===== src/rtl/cu_edge_data_unpack_pkg.sv =====
`default_nettype none
// ---------------------------------------------------------------------------
// cu_pkg
// Shared cache-line / vertex-ID geometry for the edge data unpacker.
// Revision: 1.0
// ---------------------------------------------------------------------------
package cu_pkg;

  localparam int CACHELINE_SIZE_BITS = 512;
  localparam int VERTEX_ID_BITS      = 32;
  localparam int ELEMS_PER_LINE      = CACHELINE_SIZE_BITS / VERTEX_ID_BITS;

  // Width of an element count that can express 0..elements-per-line inclusive.
  function automatic int count_width(input int line_w, input int elem_w);
    return $clog2(line_w / elem_w) + 1;
  endfunction

endpackage
`default_nettype wire


===== src/rtl/cu_edge_data_unpack_if.sv =====
`default_nettype none
// ---------------------------------------------------------------------------
// cu_edge_data_unpack_if
// Line input bus, element output handshake and status flags of the unpacker.
// Revision: 1.0
// ---------------------------------------------------------------------------
interface cu_edge_data_unpack_if
  import cu_pkg::*;
#(
  parameter int LINE_WIDTH = CACHELINE_SIZE_BITS,
  parameter int ELEM_WIDTH = VERTEX_ID_BITS
);

  localparam int CNT_W = count_width(LINE_WIDTH, ELEM_WIDTH);

  logic [LINE_WIDTH-1:0] line_in;
  logic                  line_in_valid;
  logic [CNT_W-1:0]      elem_count_in;
  logic [ELEM_WIDTH-1:0] elem_out;
  logic                  elem_out_valid;
  logic                  elem_out_ready;
  logic                  almost_full;
  logic                  empty;
  logic                  overflow_err;

  modport master (
    output line_in, line_in_valid, elem_count_in, elem_out_ready,
    input  elem_out, elem_out_valid, almost_full, empty, overflow_err
  );

  modport slave (
    input  line_in, line_in_valid, elem_count_in, elem_out_ready,
    output elem_out, elem_out_valid, almost_full, empty, overflow_err
  );

endinterface
`default_nettype wire


===== src/rtl/cu_edge_data_unpack_fifo.sv =====
`default_nettype none
// ---------------------------------------------------------------------------
// fifo_lines_sync
// Synchronous line FIFO with combinational head read and occupancy output.
// Revision: 1.0
// ---------------------------------------------------------------------------
module fifo_lines_sync #(
  parameter int WIDTH = 8,
  parameter int DEPTH = 8,
  parameter int OCC_W = $clog2(DEPTH + 1)
) (
  input  wire logic             clock,
  input  wire logic             rst,
  input  wire logic             push,
  input  wire logic [WIDTH-1:0] push_data,
  input  wire logic             pop,
  output logic      [WIDTH-1:0] head,
  output logic      [OCC_W-1:0] occupancy,
  output logic                  full,
  output logic                  empty
);

  localparam int               PTR_W    = (DEPTH > 1) ? $clog2(DEPTH) : 1;
  localparam logic [PTR_W-1:0] LAST_PTR = PTR_W'(DEPTH - 1);
  localparam logic [OCC_W-1:0] FULL_OCC = OCC_W'(DEPTH);

  logic [WIDTH-1:0] r_mem [DEPTH];
  logic [PTR_W-1:0] r_wr_ptr;
  logic [PTR_W-1:0] r_rd_ptr;
  logic [OCC_W-1:0] r_occ;
  logic             w_do_push;
  logic             w_do_pop;

  assign occupancy = r_occ;
  assign full      = (r_occ == FULL_OCC);
  assign empty     = (r_occ == '0);
  assign head      = r_mem[r_rd_ptr];

  // A pop in the same cycle frees the slot the push needs.
  assign w_do_pop  = pop && !empty;
  assign w_do_push = push && (!full || w_do_pop);

  always_ff @(posedge clock) begin
    if (w_do_push) begin
      r_mem[r_wr_ptr] <= push_data;
    end
  end

  always_ff @(posedge clock) begin
    if (rst) begin
      r_wr_ptr <= '0;
      r_rd_ptr <= '0;
      r_occ    <= '0;
    end else begin
      if (w_do_push) begin
        r_wr_ptr <= (r_wr_ptr == LAST_PTR) ? '0 : r_wr_ptr + 1'b1;
      end
      if (w_do_pop) begin
        r_rd_ptr <= (r_rd_ptr == LAST_PTR) ? '0 : r_rd_ptr + 1'b1;
      end
      case ({w_do_push, w_do_pop})
        2'b10:   r_occ <= r_occ + 1'b1;
        2'b01:   r_occ <= r_occ - 1'b1;
        default: r_occ <= r_occ;
      endcase
    end
  end

endmodule
`default_nettype wire


===== src/rtl/cu_edge_data_unpack.sv =====
`default_nettype none
// ---------------------------------------------------------------------------
// cu_edge_data_unpack
// Buffers cache lines of vertex IDs and streams them out one element per cycle.
// Revision: 1.0
// ---------------------------------------------------------------------------
module cu_edge_data_unpack
  import cu_pkg::*;
#(
  parameter int LINE_WIDTH = CACHELINE_SIZE_BITS,
  parameter int ELEM_WIDTH = VERTEX_ID_BITS,
  parameter int FIFO_DEPTH = 8,
  parameter int AF_THRESH  = 4
) (
  input wire logic              clock,
  input wire logic              rst,
  cu_edge_data_unpack_if.slave  bus
);

  localparam int EPL     = LINE_WIDTH / ELEM_WIDTH;
  localparam int CNT_W   = count_width(LINE_WIDTH, ELEM_WIDTH);
  localparam int IDX_W   = (EPL > 1) ? $clog2(EPL) : 1;
  localparam int OCC_W   = $clog2(FIFO_DEPTH + 1);
  localparam int ENTRY_W = CNT_W + LINE_WIDTH;

  localparam logic [CNT_W-1:0] MAX_CNT = CNT_W'(EPL);
  localparam logic [0:0]       ST_IDLE = 1'b0;
  localparam logic [0:0]       ST_EMIT = 1'b1;

  logic [CNT_W-1:0]      w_cnt_clamped;
  logic                  w_push;
  logic                  w_pop;
  logic                  w_load;
  logic                  w_last;
  logic                  w_fifo_full;
  logic                  w_fifo_empty;
  logic [ENTRY_W-1:0]    w_head;
  logic [LINE_WIDTH-1:0] w_head_line;
  logic [CNT_W-1:0]      w_head_cnt;
  logic [OCC_W-1:0]      w_occ;
  logic [ELEM_WIDTH-1:0] w_elems [EPL];

  logic [0:0]            r_state;
  logic [IDX_W-1:0]      r_idx;
  logic [ELEM_WIDTH-1:0] r_elem;
  logic                  r_ovf;

  always_comb begin
    w_cnt_clamped = bus.elem_count_in;
    if (bus.elem_count_in > MAX_CNT) begin
      w_cnt_clamped = MAX_CNT;
    end
  end

  // Zero-count lines carry nothing and never reach the FIFO.
  assign w_push = bus.line_in_valid && (bus.elem_count_in != '0);

  fifo_lines_sync #(
    .WIDTH (ENTRY_W),
    .DEPTH (FIFO_DEPTH),
    .OCC_W (OCC_W)
  ) u_fifo (
    .clock     (clock),
    .rst       (rst),
    .push      (w_push),
    .push_data ({w_cnt_clamped, bus.line_in}),
    .pop       (w_pop),
    .head      (w_head),
    .occupancy (w_occ),
    .full      (w_fifo_full),
    .empty     (w_fifo_empty)
  );

  assign {w_head_cnt, w_head_line} = w_head;

  generate
    for (genvar g = 0; g < EPL; g++) begin : g_unpack
      assign w_elems[g] = w_head_line[g*ELEM_WIDTH +: ELEM_WIDTH];
    end
  endgenerate

  // The output register takes a new element whenever it is empty or draining.
  assign w_load = !w_fifo_empty && ((r_state == ST_IDLE) || bus.elem_out_ready);
  assign w_last = (CNT_W'(r_idx) == (w_head_cnt - CNT_W'(1)));
  assign w_pop  = w_load && w_last;

  always_ff @(posedge clock) begin
    if (rst) begin
      r_state <= ST_IDLE;
      r_idx   <= '0;
      r_elem  <= '0;
      r_ovf   <= 1'b0;
    end else begin
      if (w_push && w_fifo_full && !w_pop) begin
        r_ovf <= 1'b1;
      end
      case (r_state)
        ST_IDLE: begin
          if (w_load) begin
            r_elem  <= w_elems[r_idx];
            r_idx   <= w_last ? '0 : r_idx + 1'b1;
            r_state <= ST_EMIT;
          end
        end
        ST_EMIT: begin
          if (w_load) begin
            r_elem <= w_elems[r_idx];
            r_idx  <= w_last ? '0 : r_idx + 1'b1;
          end else if (bus.elem_out_ready) begin
            r_state <= ST_IDLE;
          end
        end
        default: r_state <= ST_IDLE;
      endcase
    end
  end

  assign bus.elem_out       = r_elem;
  assign bus.elem_out_valid = (r_state == ST_EMIT);
  assign bus.overflow_err   = r_ovf;
  assign bus.almost_full    = ((FIFO_DEPTH - int'(w_occ)) <= AF_THRESH);
  assign bus.empty          = (w_occ == '0) && (r_state == ST_IDLE);

endmodule
`default_nettype wire


===== src/flat_wrapper.sv =====
// flat-port wrapper written by rule: the top's interface ports become plain ports
module cu_edge_data_unpack_flat import cu_pkg::*;
#(
  parameter int LINE_WIDTH = CACHELINE_SIZE_BITS,
  parameter int ELEM_WIDTH = VERTEX_ID_BITS,
  parameter int FIFO_DEPTH = 8,
  parameter int AF_THRESH  = 4
)
  (clock, rst, bus_line_in, bus_line_in_valid, bus_elem_count_in, bus_elem_out_ready, bus_elem_out, bus_elem_out_valid, bus_almost_full, bus_empty, bus_overflow_err);
  cu_edge_data_unpack_if #(.LINE_WIDTH(LINE_WIDTH), .ELEM_WIDTH(ELEM_WIDTH)) bus_i ();
  input wire logic clock;
  input wire logic rst;
  input wire logic [$bits(bus_i.line_in)-1:0] bus_line_in;
  input wire logic [$bits(bus_i.line_in_valid)-1:0] bus_line_in_valid;
  input wire logic [$bits(bus_i.elem_count_in)-1:0] bus_elem_count_in;
  input wire logic [$bits(bus_i.elem_out_ready)-1:0] bus_elem_out_ready;
  output wire logic [$bits(bus_i.elem_out)-1:0] bus_elem_out;
  output wire logic [$bits(bus_i.elem_out_valid)-1:0] bus_elem_out_valid;
  output wire logic [$bits(bus_i.almost_full)-1:0] bus_almost_full;
  output wire logic [$bits(bus_i.empty)-1:0] bus_empty;
  output wire logic [$bits(bus_i.overflow_err)-1:0] bus_overflow_err;
  assign bus_i.line_in = bus_line_in;
  assign bus_i.line_in_valid = bus_line_in_valid;
  assign bus_i.elem_count_in = bus_elem_count_in;
  assign bus_i.elem_out_ready = bus_elem_out_ready;
  assign bus_elem_out = bus_i.elem_out;
  assign bus_elem_out_valid = bus_i.elem_out_valid;
  assign bus_almost_full = bus_i.almost_full;
  assign bus_empty = bus_i.empty;
  assign bus_overflow_err = bus_i.overflow_err;
  cu_edge_data_unpack #(.LINE_WIDTH(LINE_WIDTH), .ELEM_WIDTH(ELEM_WIDTH), .FIFO_DEPTH(FIFO_DEPTH), .AF_THRESH(AF_THRESH)) u_core (.clock(clock), .rst(rst), .bus(bus_i));
endmodule

===== config.mk =====
export PLATFORM = sky130hd
export DESIGN_NAME = cu_edge_data_unpack_flat
export DESIGN_NICKNAME = d
export VERILOG_FILES = /design/src/rtl/cu_edge_data_unpack_pkg.sv /design/src/rtl/cu_edge_data_unpack_if.sv /design/src/rtl/cu_edge_data_unpack_fifo.sv /design/src/rtl/cu_edge_data_unpack.sv /design/src/flat_wrapper.sv
export SDC_FILE = /design/constraint.sdc
export NUM_CORES = 2
export LEC_CHECK = 0
export CORE_ASPECT_RATIO = 2
export CORE_MARGIN = 4
export CORE_UTILIZATION = 39
export CTS_CLUSTER_DIAMETER = 40
export DETAILED_ROUTE_END_ITERATION = 10
export MAX_ROUTING_LAYER = met4
export PLACE_DENSITY = 0.54
export SLEW_MARGIN = 0
export SYNTH_ARGS = -nofsm -noshare
export SYNTH_HDL_FRONTEND = slang
export SYNTH_MEMORY_MAX_BITS = 65536
export SYNTH_SLANG_ARGS = --single-unit

===== constraint.sdc =====
create_clock -name clock -period 66 [get_ports clock]
set_clock_uncertainty 0.05 [all_clocks]
set_input_delay 9.9 -clock clock [delete_from_list [all_inputs] [get_ports clock]]
set_output_delay 9.9 -clock clock [all_outputs]
set_load 0.01 [all_outputs]

# Word-level counts from Yosys, hierarchy flattened
# Memory sizes are Yosys's and may differ from the RTL's. A register that Yosys moved wholly into a read port is not among the register bits.
# Cells that the tools add are included.
dict set report op_classes {
  n_addsub 7
  n_lt_le_gt_ge 3
  n_eq_ne 6
  n_mux 18
  bitwise_logic 2
  reduce_logical 16
}
# op n
set ops {}
lappend ops {{32-bit binary-select mux with 4-bit select} 1}
lappend ops {{32-bit 2-to-1 mux} 3}
lappend ops {{32-bit by 4-bit less-or-equal comparator with 1-bit output, second input constant} 1}
lappend ops {{3-bit 2-to-1 mux} 4}
lappend ops {{4-bit by 1-bit adder with 4-bit output, second input constant} 2}
lappend ops {{1-bit logical AND} 8}
lappend ops {{4-bit 2-to-1 mux} 2}
lappend ops {{4-bit case mux with 2 select lines} 1}
lappend ops {{3-bit by 1-bit adder with 3-bit output, second input constant} 2}
lappend ops {{3-bit == test, second input constant} 2}
lappend ops {{4-bit by 5-bit == test with 1-bit output} 1}
lappend ops {{5-bit greater-or-equal comparator, second input constant} 1}
lappend ops {{5-bit > comparator, second input constant} 1}
lappend ops {{1-bit 2-to-1 mux} 5}
lappend ops {{5-bit 2-to-1 mux} 1}
lappend ops {{4-bit NOT with 5-bit output} 1}
lappend ops {{5-bit nonzero test} 1}
lappend ops {{4-bit by 4-bit subtractor with 5-bit output, first input constant} 1}
lappend ops {{5-bit by 1-bit subtractor with 5-bit output, second input constant} 1}
lappend ops {{4-bit == test, second input constant} 1}
lappend ops {{4-bit zero test} 1}
lappend ops {{4-bit by 1-bit subtractor with 4-bit output, second input constant} 1}
lappend ops {{1-bit zero test} 3}
lappend ops {{2-bit by 1-bit == test with 1-bit output, second input constant} 1}
lappend ops {{other kinds (5)} 6}
dict set report totals {
  regBits 48
  ram_bits 4136
  in_bits 521
  out_inout_bits 36
  mem_count 1
}
# memory words width read_ports rd_clocked_by_memory_dff write_ports line_no
set mem_list {}
lappend mem_list {u_core.u_fifo.r_mem 8 517 1 1 1 cu_edge_data_unpack_fifo.sv:27} ;# logic [WIDTH-1:0] r_mem [DEPTH];

# Depth between registers and ports, before layout
dict set report logic_depth {
  word_depth 9
  mapped_depth 18
  ltp_nobuf 14
}

# Cells and area by module
# Synthesis repeated with hierarchy kept, for this count alone.
dict set report unflattened {
  hier_cells 6439
  area_unflattened_um2 160757.9
}
# module n_inst cells_each area_each_um2 seq_area_each_um2
set by_module_without_submodules {}
lappend by_module_without_submodules {fifo_lines_sync 1 6052 155439.1 124459.4}
lappend by_module_without_submodules {cu_edge_data_unpack 1 387 5318.9 760.7}

# Worst setup path before layout
# OpenSTA, ideal clock, no wires.
dict set report synth_timing {
  kind {in2reg}
  start {in bus_elem_out_ready}
  end {mem u_core.u_fifo.r_mem[4][0] (netlist name) (enable)}
  setup_time_ps 2664
  arrival_ps 59101
  setup_slack_ps 4185
  cell_stages 5
  path_buffers 0
  path_cell_list {nand2b_1 nand2_1 nor3_4 o21ai_1 nor4_1}
}
dict set report synth_between {
  elab_chain_cells 8
}
# item line_no
set synth_rtl {}
lappend synth_rtl {{from (decl)} flat_wrapper.sv:16} ;# input wire logic [$bits(bus_i.elem_out_ready)-1:0] bus_elem_out_ready;
lappend synth_rtl {{1-bit logical OR} cu_edge_data_unpack.sv:83} ;# assign w_load = !w_fifo_empty && ((r_state == ST_IDLE) || bus.elem_out_ready);
lappend synth_rtl {{1-bit logical AND} cu_edge_data_unpack.sv:83}
lappend synth_rtl {{1-bit logical AND} cu_edge_data_unpack.sv:85} ;# assign w_pop = w_load && w_last;
lappend synth_rtl {{1-bit logical AND} cu_edge_data_unpack_fifo.sv:40} ;# assign w_do_pop = pop && !empty;
lappend synth_rtl {{1-bit logical OR} cu_edge_data_unpack_fifo.sv:41} ;# assign w_do_push = push && (!full || w_do_pop);
lappend synth_rtl {{1-bit logical AND} cu_edge_data_unpack_fifo.sv:41}
lappend synth_rtl {{1-bit 2-to-1 mux} cu_edge_data_unpack_fifo.sv:44} ;# if (w_do_push) begin
lappend synth_rtl {{1-bit 2-to-1 mux (not written as such)} cu_edge_data_unpack_fifo.sv:45} ;# r_mem[r_wr_ptr] <= push_data;
lappend synth_rtl {{to (decl)} cu_edge_data_unpack_fifo.sv:27}
# Every way passes these cells.

# Final worst setup path
dict set report layout_timing {
  start {in bus_elem_out_ready}
  end {mem u_core.u_fifo.r_mem[4][160] (netlist name) (enable)}
}
# Same word-level chain as after synthesis.

==> metrics.log <==
[metrics] result of the run: finished clean
[metrics] total routing usage reported by global routing: 20.5%
[metrics] launching element type of the critical path: input port
[metrics] Max-Cap Viols: 0
[metrics] Antenna Violating Nets Remaining: 0
[metrics] Post-Syn Area per Cell: 26.1 um^2
[metrics] cell count after synthesis: 6078
[metrics] Hold-fix buffers, CTS: 0
[metrics] Worst Hold Launch: u_core.u_fifo.r_rd_ptr[1]
[metrics] number of max-slew violations in the final report: 0
[metrics] number of nets produced by synthesis: 6606
[metrics] Arrival @ worst endpoint: 15430 ps
[metrics] number of vias after detailed routing: 69.5k
[metrics] dominant synthesized flop cell: sky130_fd_sc_hd__edfxtp_1
[metrics] startpoint of the worst setup timing path: bus_elem_out_ready
[metrics] share of post-route cells with drive strength above 1: 30.0%
[metrics] final clock period utilization by the worst path: 22.7%
[metrics] number of register bits inferred by synthesis: 4187
[metrics] number of rows created at floorplan: 331
[metrics] maximum count of clock buffers along a single path: 4
[metrics] # setup viols final: 0
[metrics] relative area change from synthesis to final layout: 16.6%
[metrics] core region area: 405000 um^2
[metrics] worst endpoint required time: 66470 ps
[metrics] first-pass GRT wire length: 586000 um
[metrics] post-route setup slack: 51050 ps
[metrics] Hold Vio Cnt, Final: 0
[metrics] CTS Sinks: 4187
[metrics] number of global-route vias before repair: 74.4k
[metrics] total iterations of the first detailed-routing run: 5
[metrics] static power due to leakage: 54.8 nW
[metrics] TritonCTS clock tree: built
[metrics] met3 wire length: 25700 um
[metrics] routed wire length on met2: 221000 um
[metrics] worst hold-check slack: 454 ps
[metrics] areal power density over the cells: 31.3 nW/um^2
[metrics] number of instances resized during post-cts repair: 0
[metrics] Post-Route M1 WL: 160000 um
[metrics] HPWL after detailed placement: 252000 um
[metrics] H-tree lvl count: 5
[metrics] standard cell with the maximum stage delay on the critical path: sky130_fd_sc_hd__buf_4
[metrics] number of setup buffers added after CTS: 0
[metrics] Die Height: 910 um
[metrics] Layout Nets: 7390
[metrics] Buffers on Ports: 556
[metrics] cts bufs inserted: 411
[metrics] library cell appearing most often on the critical path: sky130_fd_sc_hd__buf_4
[metrics] overall die area: 418000 um^2
[metrics] number of top-level design ports: 557
[metrics] WS Path Type: input port to register
[metrics] EDFF count, synth: 4136
[metrics] antenna violations before repair: 209
[metrics] GR Overflow Total: 0
[metrics] CTS root buffer: sky130_fd_sc_hd__clkbuf_16
[metrics] delay-heaviest family, CP: buffers and inverters
[metrics] number of violations reported at the end of detailed-routing iteration 0: 6186
[metrics] cell taking the most area after synthesis: sky130_fd_sc_hd__edfxtp_1
[metrics] highest ir drop seen on vdd: 0.0000230 V
[metrics] crit-path max cell delay: 800 ps
[metrics] Hold Crit Class: register to register
[metrics] worst path buffer plus inverter count: 5
[metrics] Post-Route WL: 418000 um
[metrics] number of distinct library cells after synthesis: 47
[metrics] Power, Total: 5.78 mW
[metrics] mapped cell area: 159000 um^2
[metrics] Initial Util: 39.1%
[metrics] Max-slew headroom: 19.9%
[metrics] final core occ: 45.6%
[metrics] setup repair after global routing missed its margin: false
[metrics] worst skew pair latency: 930 ps
[metrics] largest net degree at the start of global routing: 138
[metrics] area share of the leading cell type in the synthesized netlist: 78.3%
[metrics] Reg clk slew, reported paths: 70 ps
[metrics] GPL Wtd Cong: 0.767
[metrics] final period demand of the worst path: 14950 ps
[metrics] Area contributors post-synth: sky130_fd_sc_hd__edfxtp_1 (78%), sky130_fd_sc_hd__mux4_2 (19%), sky130_fd_sc_hd__dfxtp_1 (0.64%)
[metrics] DRC viols: 0
[metrics] Max FO, Critical Path: 111
[metrics] Worst Setup End Kind: register
[metrics] register area share after synthesis: 79.0%
[metrics] per-cell via count in the routed design: 5.46
[metrics] die span in x: 459 um
[metrics] highest clock frequency the design can meet: 66.9 MHz
[metrics] sum of negative setup slack: 0 ps
[metrics] yosys warns: 0
[metrics] ys async rst share: 0%
[metrics] uppermost metal layer occupied by signal nets: met4
[metrics] wire length per cell after detailed routing: 32.9 um
[metrics] critical path, cell by cell: clkdlybuf4s50_1 > nand2b_1 > nand2_1 > nor3_4 > o21ai_1 > nor4_2 > buf_12 > buf_4 > buf_4 > buf_4
[metrics] transition time of the tightest slew-check pin: 1200 ps
[metrics] DP Worst Slack: 49990 ps
## worst register-to-register path, cell delays in order, from the launching register on
cell,delay [ps]
sky130_fd_sc_hd__dfxtp_4,670
sky130_fd_sc_hd__buf_4,580
sky130_fd_sc_hd__mux4_2,410
sky130_fd_sc_hd__mux2i_1,340
sky130_fd_sc_hd__ha_1,260
sky130_fd_sc_hd__xnor2_1,140
sky130_fd_sc_hd__and2_1,180
sky130_fd_sc_hd__nand3_1,80
sky130_fd_sc_hd__a21o_1,260
sky130_fd_sc_hd__nor3_4,670
sky130_fd_sc_hd__o21ai_1,420
sky130_fd_sc_hd__nor4_2,450
sky130_fd_sc_hd__buf_12,540
sky130_fd_sc_hd__buf_4,970
sky130_fd_sc_hd__buf_4,790
sky130_fd_sc_hd__buf_4,860
## cells in the mapped netlist (2+ instances only)
cell	instances
sky130_fd_sc_hd__nand3b_1	2
sky130_fd_sc_hd__mux2_2	4
sky130_fd_sc_hd__mux4_2	1352
sky130_fd_sc_hd__xnor2_1	5
sky130_fd_sc_hd__o21a_1	2
sky130_fd_sc_hd__nor4_1	4
sky130_fd_sc_hd__buf_1	35
sky130_fd_sc_hd__and4_1	2
sky130_fd_sc_hd__xor2_1	4
sky130_fd_sc_hd__ha_1	7
sky130_fd_sc_hd__nand2_1	10
sky130_fd_sc_hd__nor2_1	42
sky130_fd_sc_hd__mux2i_1	43
sky130_fd_sc_hd__clkbuf_1	172
sky130_fd_sc_hd__dfxtp_1	51
sky130_fd_sc_hd__mux2_1	2
sky130_fd_sc_hd__nor3_1	8
sky130_fd_sc_hd__buf_2	112
sky130_fd_sc_hd__and2_1	3
sky130_fd_sc_hd__a21oi_1	3
sky130_fd_sc_hd__nand4_1	2
sky130_fd_sc_hd__nand2b_1	9
sky130_fd_sc_hd__o211ai_1	3
sky130_fd_sc_hd__buf_6	2
sky130_fd_sc_hd__a211oi_1	32
sky130_fd_sc_hd__o21ai_1	2
sky130_fd_sc_hd__nor2b_1	6
sky130_fd_sc_hd__edfxtp_1	4136
sky130_fd_sc_hd__inv_1	4
sky130_fd_sc_hd__buf_4	2
## metrics by stage
step                cells  instance area [um^2]
floorplan            6078                159000
global placement    11800                171000
detailed placement  11800                171000
CTS                 12500                184000
global route        12700                185000
finish              12700                185000
## cell families (layout without fill, tap and decap cells)
logic type                 Yosys count  in the layout  share of synthesized area (%)
DFF                               4187           4187                           79.0
muxes                             1401           1401                           19.5
xor gates and xnor gates             9              9                         0.0497
AOI/OAI and AO/OA                   51             51                          0.239
other                                0            185                              0
and+or+nand+nor                     96             96                          0.305
buffers and inverters              327           1452                          0.877
adders and majority gates            7              7                         0.0552
## layer usage
| layer | up-vias | GRT usage (%) |
|---|---|---|
| met5 | - | - |
| met4 | 0 | 5.32 |
| met3 | 577 | 4.34 |
| met2 | 1984 | 35.2 |
| met1 | 38200 | 24.6 |
| li1 | 28700 | - |
## cell type report
| class | instances | area (um^2) |
|---|---|---|
| Antenna cell | 185 | 463 |
| Clock buffer | 489 | 10900 |
| Clock inverter | 265 | 2790 |
| Fill cell | 33400 | 221000 |
| Inverter | 4 | 15.0 |
| Multi-Input combinational cell | 1564 | 32000 |
| Sequential cell | 4187 | 125000 |
| Tap cell | 5328 | 6670 |
| Timing Repair Buffer | 694 | 6810 |
## cell usage in the layout, fill, tap and decap left out, drive strengths merged, types with 4 or more instances in the layout
master         synthesis  final
a211oi                32     32
buf                  151    139
bufinv                 0     37
clkbuf               172    489
clkdlybuf4s50          0    555
clkinv                 0    152
clkinvlp               0     31
dfxtp                 51     51
diode                  0    185
edfxtp              4136   4136
ha                     7      7
inv                    4     49
mux2                   6      6
mux2i                 43     43
mux4                1352   1352
nand2                 10     10
nand2b                 9      9
nor2                  42     42
nor2b                  6      6
nor3                   9      9
nor4                   4      4
xnor2                  5      5
xor2                   4      4
## where the power goes
| group | switching [mW] | leakage [nW] | total, mW | internal, mW |
|---|---|---|---|---|
| clock | 1.03 | 6.64 | 2.38 | 1.34 |
| sequential | 0.0207 | 38.0 | 3.02 | 3.00 |
| combinational | 0.227 | 10.2 | 0.384 | 0.157 |
| total | 1.28 | 54.8 | 5.78 | 4.50 |
## state kept, by name, summed over array words and instances (netlist names), named ones only
| signal | cells |
|---|---|
| u_core.u_fifo.r_rd_ptr | 3 |
| u_core.u_fifo.r_wr_ptr | 3 |
| u_core.bus.elem_out | 32 |
| u_core.bus.overflow_err | 1 |
| u_core.u_fifo.occupancy | 4 |
| u_core.r_idx | 4 |
| u_core.u_fifo.r_mem | 4136 |
| u_core.bus.elem_out_valid | 1 |
## final timing paths
check | to | slack (ps) | depth (start not counted)
worst max register to register | u_core.u_fifo.r_mem[4][160] | 57890 | 15
worst min register to register | register | 450 | 2
worst max-delay path | u_core.u_fifo.r_mem[4][160] | 51050 | 10
worst min-delay path | register | 450 | 2
No activity file was read; power rests on OpenSTA's default activity.
